--- config.mk ---
export PLATFORM = sky130hd
export DESIGN_NAME = cache_line_fill
export DESIGN_NICKNAME = d
export VERILOG_FILES = /design/src/rtl/cache_pkg.sv /design/src/rtl/cache_line_fill_beat_counter.sv /design/src/rtl/cache_line_fill.sv
export SDC_FILE = /design/constraint.sdc
export NUM_CORES = 1
export LEC_CHECK = 0
export CORE_MARGIN = 4
export CORE_UTILIZATION = 28
export CTS_BUF_LIST = sky130_fd_sc_hd__clkbuf_2
export CTS_CLUSTER_SIZE = 25
export DETAILED_ROUTE_END_ITERATION = 10
export PLACE_DENSITY = 0.71
export SYNTH_ARGS = -nofsm -noshare
export SYNTH_HDL_FRONTEND = slang
export SYNTH_HIERARCHICAL = 1
export SYNTH_SLANG_ARGS = --single-unit
--- constraint.sdc ---
create_clock -name clk -period 5.4 [get_ports clk]
set_clock_uncertainty 0.15 [all_clocks]
set_input_delay 0.54 -clock clk [delete_from_list [all_inputs] [get_ports clk]]
set_output_delay 0.54 -clock clk [all_outputs]
set_load 0.02 [all_outputs]
--- src/rtl/cache_pkg.sv ---
// rtl/cache_pkg.sv - shared cache constants and line-fill state encoding
//
// Purpose: common definitions for the cache miss path: way count, way index
// width, default address/data geometry and the line-fill FSM state type.
// Ports: none (package).
package cache_pkg;

  localparam int WAYS       = 8;
  localparam int WAY_W      = 3;
  localparam int ADDR_W_DEF = 16;
  localparam int DATA_W_DEF = 32;
  localparam int OFF_W_DEF  = 2;
  localparam int SET_W_DEF  = 6;

  typedef enum logic [1:0] {
    IDLE  = 2'd0,
    FETCH = 2'd1,
    TAG   = 2'd2,
    DONE  = 2'd3
  } fill_state_e;

endpackage

--- src/rtl/cache_line_fill_beat_counter.sv ---
// rtl/cache_line_fill_beat_counter.sv - beat sequencer for one cache line fill
//
// Purpose: tracks which word of the line the next memory beat carries and how
// many beats have been accepted, so the fill ends on beat count rather than
// on address (the word index wraps when the fill starts mid-line).
// Ports:
//   clk, reset   clock, async active-low reset
//   load         start a new fill, word index <- start
//   start        first word index of the fill
//   inc          a beat was accepted this cycle
//   beat         word index of the current beat
//   last         the current beat is the final one of the line
module fill_beat_counter
  import cache_pkg::*;
#(
  parameter int OFF_W = OFF_W_DEF
) (
  input  logic             clk,
  input  logic             reset,
  input  logic             load,
  input  logic [OFF_W-1:0] start,
  input  logic             inc,
  output logic [OFF_W-1:0] beat,
  output logic             last
);

  logic [OFF_W-1:0] beat_q, beat_d;
  logic [OFF_W-1:0] cnt_q, cnt_d;

  always_comb begin
    beat_d = beat_q;
    cnt_d  = cnt_q;
    if (load) begin
      beat_d = start;
      cnt_d  = '0;
    end else if (inc) begin
      beat_d = beat_q + 1'b1;
      cnt_d  = cnt_q + 1'b1;
    end
  end

  always_ff @(posedge clk or negedge reset) begin
    if (!reset) begin
      beat_q <= '0;
      cnt_q  <= '0;
    end else begin
      beat_q <= beat_d;
      cnt_q  <= cnt_d;
    end
  end

  assign beat = beat_q;
  // cnt_q counts accepted beats; all-ones means this is the last of 2^OFF_W.
  assign last = &cnt_q;

endmodule

--- src/rtl/cache_line_fill.sv ---
// rtl/cache_line_fill.sv - miss-side line-fill controller for the 8-way cache
//
// Purpose: on a read miss, latch the victim way and line address, strobe the
// replacement unit, fetch the whole line over a req/ack memory port, write
// each word into the data array, then write the tag/valid bit for the way.
// Option macro: CACHE_FILL_CWF_EN enables critical-word-first ordering and
// the crit_valid early-restart output.
// Ports:
//   clk, reset                 clock, async active-low reset
//   miss_valid/miss_addr       miss request in, miss_ready = idle
//   victim_way, repl_update    replacement unit choice and advance strobe
//   mem_req/mem_addr           memory read request and beat address
//   mem_ack/mem_rdata          beat accept and read data
//   arr_we/set/way/word/wdata  data array write port
//   tag_we/tag_wdata           tag write plus valid set for arr_way
//   fill_done, busy            line installed pulse, controller not idle
//   crit_valid                 (CWF builds only) first beat delivered
module cache_line_fill
  import cache_pkg::*;
#(
  parameter  int ADDR_W = ADDR_W_DEF,
  parameter  int DATA_W = DATA_W_DEF,
  parameter  int OFF_W  = OFF_W_DEF,
  parameter  int SET_W  = SET_W_DEF,
  localparam int TAG_W  = ADDR_W - SET_W - OFF_W
) (
  input  logic              clk,
  input  logic              reset,
  input  logic              miss_valid,
  input  logic [ADDR_W-1:0] miss_addr,
  output logic              miss_ready,
  input  logic [WAY_W-1:0]  victim_way,
  output logic              repl_update,
  output logic              mem_req,
  output logic [ADDR_W-1:0] mem_addr,
  input  logic              mem_ack,
  input  logic [DATA_W-1:0] mem_rdata,
  output logic              arr_we,
  output logic [SET_W-1:0]  arr_set,
  output logic [WAY_W-1:0]  arr_way,
  output logic [OFF_W-1:0]  arr_word,
  output logic [DATA_W-1:0] arr_wdata,
  output logic              tag_we,
  output logic [TAG_W-1:0]  tag_wdata,
`ifdef CACHE_FILL_CWF_EN
  output logic              crit_valid,
`endif
  output logic              fill_done,
  output logic              busy
);

  localparam int LINE_W = ADDR_W - OFF_W;

  fill_state_e       state_q;
  logic [LINE_W-1:0] line_q;
  logic [WAY_W-1:0]  way_q;

  logic              accept;
  logic              beat_ack;
  logic [OFF_W-1:0]  start_beat;
  logic [OFF_W-1:0]  beat;
  logic              last_beat;

  assign accept   = (state_q == IDLE) && miss_valid;
  // Acks outside FETCH are ignored because mem_req is low there.
  assign beat_ack = (state_q == FETCH) && mem_ack;

`ifdef CACHE_FILL_CWF_EN
  assign start_beat = miss_addr[OFF_W-1:0];
`else
  assign start_beat = '0;
`endif

  fill_beat_counter #(.OFF_W(OFF_W)) u_beat_cnt (
    .clk   (clk),
    .reset (reset),
    .load  (accept),
    .start (start_beat),
    .inc   (beat_ack),
    .beat  (beat),
    .last  (last_beat)
  );

  always_ff @(posedge clk or negedge reset) begin
    if (!reset) begin
      state_q <= IDLE;
      line_q  <= '0;
      way_q   <= '0;
    end else begin
      case (state_q)
        IDLE: begin
          if (miss_valid) begin
            line_q  <= miss_addr[ADDR_W-1:OFF_W];
            way_q   <= victim_way;
            state_q <= FETCH;
          end
        end
        FETCH: begin
          if (mem_ack && last_beat) state_q <= TAG;
        end
        TAG:     state_q <= DONE;
        DONE:    state_q <= IDLE;
        default: state_q <= IDLE;
      endcase
    end
  end

`ifdef CACHE_FILL_CWF_EN
  // Armed at acceptance, consumed by the first accepted beat.
  logic crit_pend_q;

  always_ff @(posedge clk or negedge reset) begin
    if (!reset) begin
      crit_pend_q <= 1'b0;
    end else if (accept) begin
      crit_pend_q <= 1'b1;
    end else if (beat_ack) begin
      crit_pend_q <= 1'b0;
    end
  end

  assign crit_valid = beat_ack && crit_pend_q;
`endif

  // Strobes decode the async-reset state register, so a reset mid-fill drops
  // mem_req at once and no tag write can follow a partial line.
  assign miss_ready  = (state_q == IDLE);
  assign busy        = (state_q != IDLE);
  assign repl_update = accept;
  assign mem_req     = (state_q == FETCH);
  assign mem_addr    = {line_q, beat};
  assign arr_we      = beat_ack;
  assign arr_set     = line_q[SET_W-1:0];
  assign arr_way     = way_q;
  assign arr_word    = beat;
  assign arr_wdata   = mem_rdata;
  assign tag_we      = (state_q == TAG);
  assign tag_wdata   = line_q[LINE_W-1:SET_W];
  assign fill_done   = (state_q == DONE);

endmodule

; ---- Yosys cells after proc, flatten, opt, wreduce, memory -nomap -nowiden
; Cells that the tools add are included.
[totals]
register_bits = 23
latchBits = 0
ramBits = 0
mem_bits_ro = 0
input_bits = 55
word_cells = 28
memories = 0
[op_classes]
add_sub_neg = 2
n_mul = 0
n_div = 0
n_lt_le_gt_ge = 0
n_eq_ne = 5
shift = 0
muxes = 7
n_bitwise = 0
n_reduce_logical = 9
[ops]
columns = operator, n
row1 = $mux W2, 6
row2 = $pmux W2 S4, 1
row3 = $reduce_and A2 Y1, 3
row4 = $add A2 B1 Y2 const B, 2
row5 = $eq A2 B2 Y1 const B, 2
row6 = $reduce_bool A2 Y1, 2
row7 = $logic_and A1 B1 Y1, 3
row8 = $eq A2 B1 Y1 const B, 1
row9 = $logic_not A2 Y1, 1
row10 = $ne A2 B1 Y1 const B, 1
row11 = $ne A2 B2 Y1 const B, 1

; ---- Longest topological paths before layout
[logic_depth]
depth_word = 4
mapped_depth = 7
ltp_nobuf = 6

; ---- Modules after synthesis
; The synthesis kept the hierarchy.
[by_module_without_submodules]
columns = mod, n_inst, cells_each, area_each_um2, seq_area_each_um2
row1 = cache_line_fill, 1, 103, 1224.9, 475.5
row2 = fill_beat_counter, 1, 16, 186.4, 100.1

; ---- Least setup slack after synthesis
; OpenSTA, ideal clock, no wires.
[synth_path]
path_type = reg-to-output
from = register state_q[0]
to = output port repl_update
arrival_ns = 1.203
required_ns = 4.710
setup_slack_ns = 3.507
path_stages_with_launch = 6
path_buffers = 1
cell_sequence = dfrtp_1 -> inv_1 -> ha_1 -> nand2_4 -> buf_8 -> inv_1
[synth_via]
elab_chain_len = 2
[synth_rtl]
columns = item, line
row1 = "start, declared", cache_line_fill.sv:54  ; fill_state_e state_q;
row2 = "start signal, assigned", cache_line_fill.sv:86  ; state_q <= IDLE;
row3 = "start signal, assigned", cache_line_fill.sv:95  ; state_q <= FETCH;
row4 = "start signal, assigned", cache_line_fill.sv:99  ; if (mem_ack && last_beat) state_q <= TAG;
row5 = $logic_not A2 Y1, cache_line_fill.sv:64  ; assign accept = (state_q == IDLE) && miss_valid;
row6 = $logic_and A1 B1 Y1, cache_line_fill.sv:64
row7 = "end, declared", cache_line_fill.sv:33  ; output logic repl_update,
; Every way passes these cells.

; ---- Final worst setup path
; Same ends and word-level chain as after synthesis.

==> qor.txt <==
Fin. Hold Viols - 0
io pins - 129
# resized after CTS - 0
cts bufs inserted - 3
chip height - 79.0 µm
total wire length - 2620 µm
Power Density - 654 nW/µm²
Clock transition at path regs - 210 ps
sequential-to-total area share from yosys stat - 0.408
fin cells - 204
Root Buffer Master - clkbuf_2
fin. max-slew vios - 0
pre-CTS setup slack - 2510 ps
first-pass GRT wire length - 4000 µm
routed length per instance - 12.9 µm
postcts setup bufs - 0
Fmax - 338 MHz
Routed Antenna Nets - 0
Hold EP - arr_way[0]
CTS tree - built
CP startpoint kind - flip-flop
clk sinks - 23
post-layout min period - 2960 ps
setup repair after global routing missed its margin - false
worst skew pair latency - 320 ps
maximum VDD drop - 0.271 mV
placed insts - 200
clock buffer depth - 2
Yosys cell types - 21
H-tree depth - 1
layout cells sized above 1 - 0.168
area delta synth->final - 25.0%
Die W - 79.0 µm
worst min path class - reg2reg
synthesized instance count - 119
Hold Buf Count CTS - 0
Lkg Pwr - 0.000783 µW
Pwr Total - 1150 µW
nets@finish - 200
Die Area - 6240 µm²
final setup violation count - 0
register bit total from synthesis - 23
Final Worst Setup Slack - 2440 ps
largest net degree at the start of global routing - 24
worst slew margin relative to its limit - 0.302
post-DP HPWL - 1980 µm
worst hold stages - 1
GRT Total Usage - 0.0826
Core Footprint - 4820 µm²
Worst R2R Start - state_q[0]
HP Start - arr_way[0]
Warnings, synthesis - 6
Buffers on Ports - 62
vias in the first global route - 788
Inserted Diodes - 0
crit end category - output pin
GR Overflow Total - 0
Worst EP required - 4710 ps
mapped cell area - 1410 µm²
period utilisation layout - 0.548
# rows - 25
status - complete, no violations
sum of negative setup slack - 0 ps
Max Cap Violations - 0
Iteration-0 DRC Markers - 10
crit path max fanout - 18
via/cell ratio - 3.85
starting density of the core - 0.293
R2R depth - 6
RePlAce Congestion - 0.639
vias post-DR - 785
antenna violations before repair - 0
WHS - 392 ps
DRC - 0
worst slew pin tran - 1040 ps
first drt pass iteration count - 4
Reg2Reg Setup Slack - 3450 ps
Worst EP arrival - 2270 ps
Avg Inst Size Synth - 11.9 µm²
Setup CP Type - reg2out
RR Endpoint - u_beat_cnt/beat[1]
==> synthesized netlist by cell type <==
master    number  area share
and2_1         1      0.0044
a221o_1        1      0.0071
mux2_4         9       0.096
mux2_2         9       0.072
buf_8          1       0.011
conb_1         1      0.0027
nor2_1         2      0.0053
inv_1          5       0.013
xnor2_1        2       0.012
dfrtp_1       23        0.41
buf_4         48        0.26
nand2_1        2      0.0053
nor2b_1        1      0.0044
mux2i_1        1      0.0071
nor4bb_1       1      0.0071
nand2_4        1      0.0080
ha_1           7       0.062
o32a_1         1      0.0071
a21boi_1       1      0.0053
o21ai_0        1      0.0035
a21oi_1        1      0.0035
==> worst max path at each step <==
stage,from,to,slack [ps],depth (start not counted)
6_report,state_q[0],repl_update,2440,5
5_1_grt,state_q[1],repl_update,2230,5
4_1_cts,state_q[0],repl_update,2370,5
3_5_place_dp,miss_valid,repl_update,2510,4
3_3_place_gp,miss_valid,repl_update,2530,4
2_1_floorplan,state_q[0],repl_update,3510,5
==> final cells by class <==
cell class / instances / area, µm²
clock buffers: 4 / 20.0
fillers: 509 / 3050
inverters: 5 / 18.8
multi-input cells: 43 / 445
flip-flops and latches: 23 / 576
well taps: 67 / 83.8
repair buffers: 62 / 621
==> registers in the layout, indices dropped and copies added (netlist names) <==
signal	flops
u_beat_cnt/beat	2
u_beat_cnt/cnt_q	2
arr_way	3
line_q	14
state_q	2
==> logic make-up (layout without fill, tap and decap cells) <==
kind of cell	after synthesis	in the layout	synth area share
other cells	1	2	0.00266
simple gates	8	8	0.0346
buf+inv	54	71	0.279
fa+ha+maj	7	7	0.0621
flops	23	23	0.408
mux	19	19	0.175
xor+xnor	2	2	0.0124
compound gates	5	5	0.0266
==> through the flow <==
stage,cell area [µm²],utilization
after floorplan,1420,-
after global placement,1740,0.362
after detailed placement,1740,0.362
after CTS,1760,0.366
after global routing,1760,0.366
final,1760,0.366
==> power breakdown <==
part / internal (µW) / switching, µW
registers: 259 / 67.2
clock network: 19.6 / 50.4
logic: 408 / 349
total: 687 / 467
==> layout by cell type (no fill, tap or decap), types with 2 or more instances in the layout <==
cell type / Yosys / final
clkdlybuf4s50_1: 0 / 62
dfrtp_1: 23 / 23
mux2_4: 9 / 9
mux2_2: 9 / 9
ha_1: 7 / 7
inv_1: 5 / 5
clkbuf_2: 0 / 4
xnor2_1: 2 / 2
nor2_1: 2 / 2
nand2_1: 2 / 2
conb_1: 1 / 2
==> worst max-delay path, cell delays in order (launching register included) <==
cell             delay [ps]
dfrtp_1                 480
inv_1                   130
ha_1                    230
nand2_4                 200
inv_1                   250
clkdlybuf4s50_1         650
==> layer usage <==
| metal | vias to the layer above | global-route usage | part of all wire |
|---|---|---|---|
| met2 | 36 | 0.143 | 0.52 |
| met5 | - | 0 | 0 |
| met1 | 374 | 0.0926 | 0.39 |
| li1 | 371 | - | - |
| met4 | 0 | 0.0275 | 0.0069 |
| met3 | 4 | 0.0317 | 0.084 |
(Power assumes the default switching activity.)
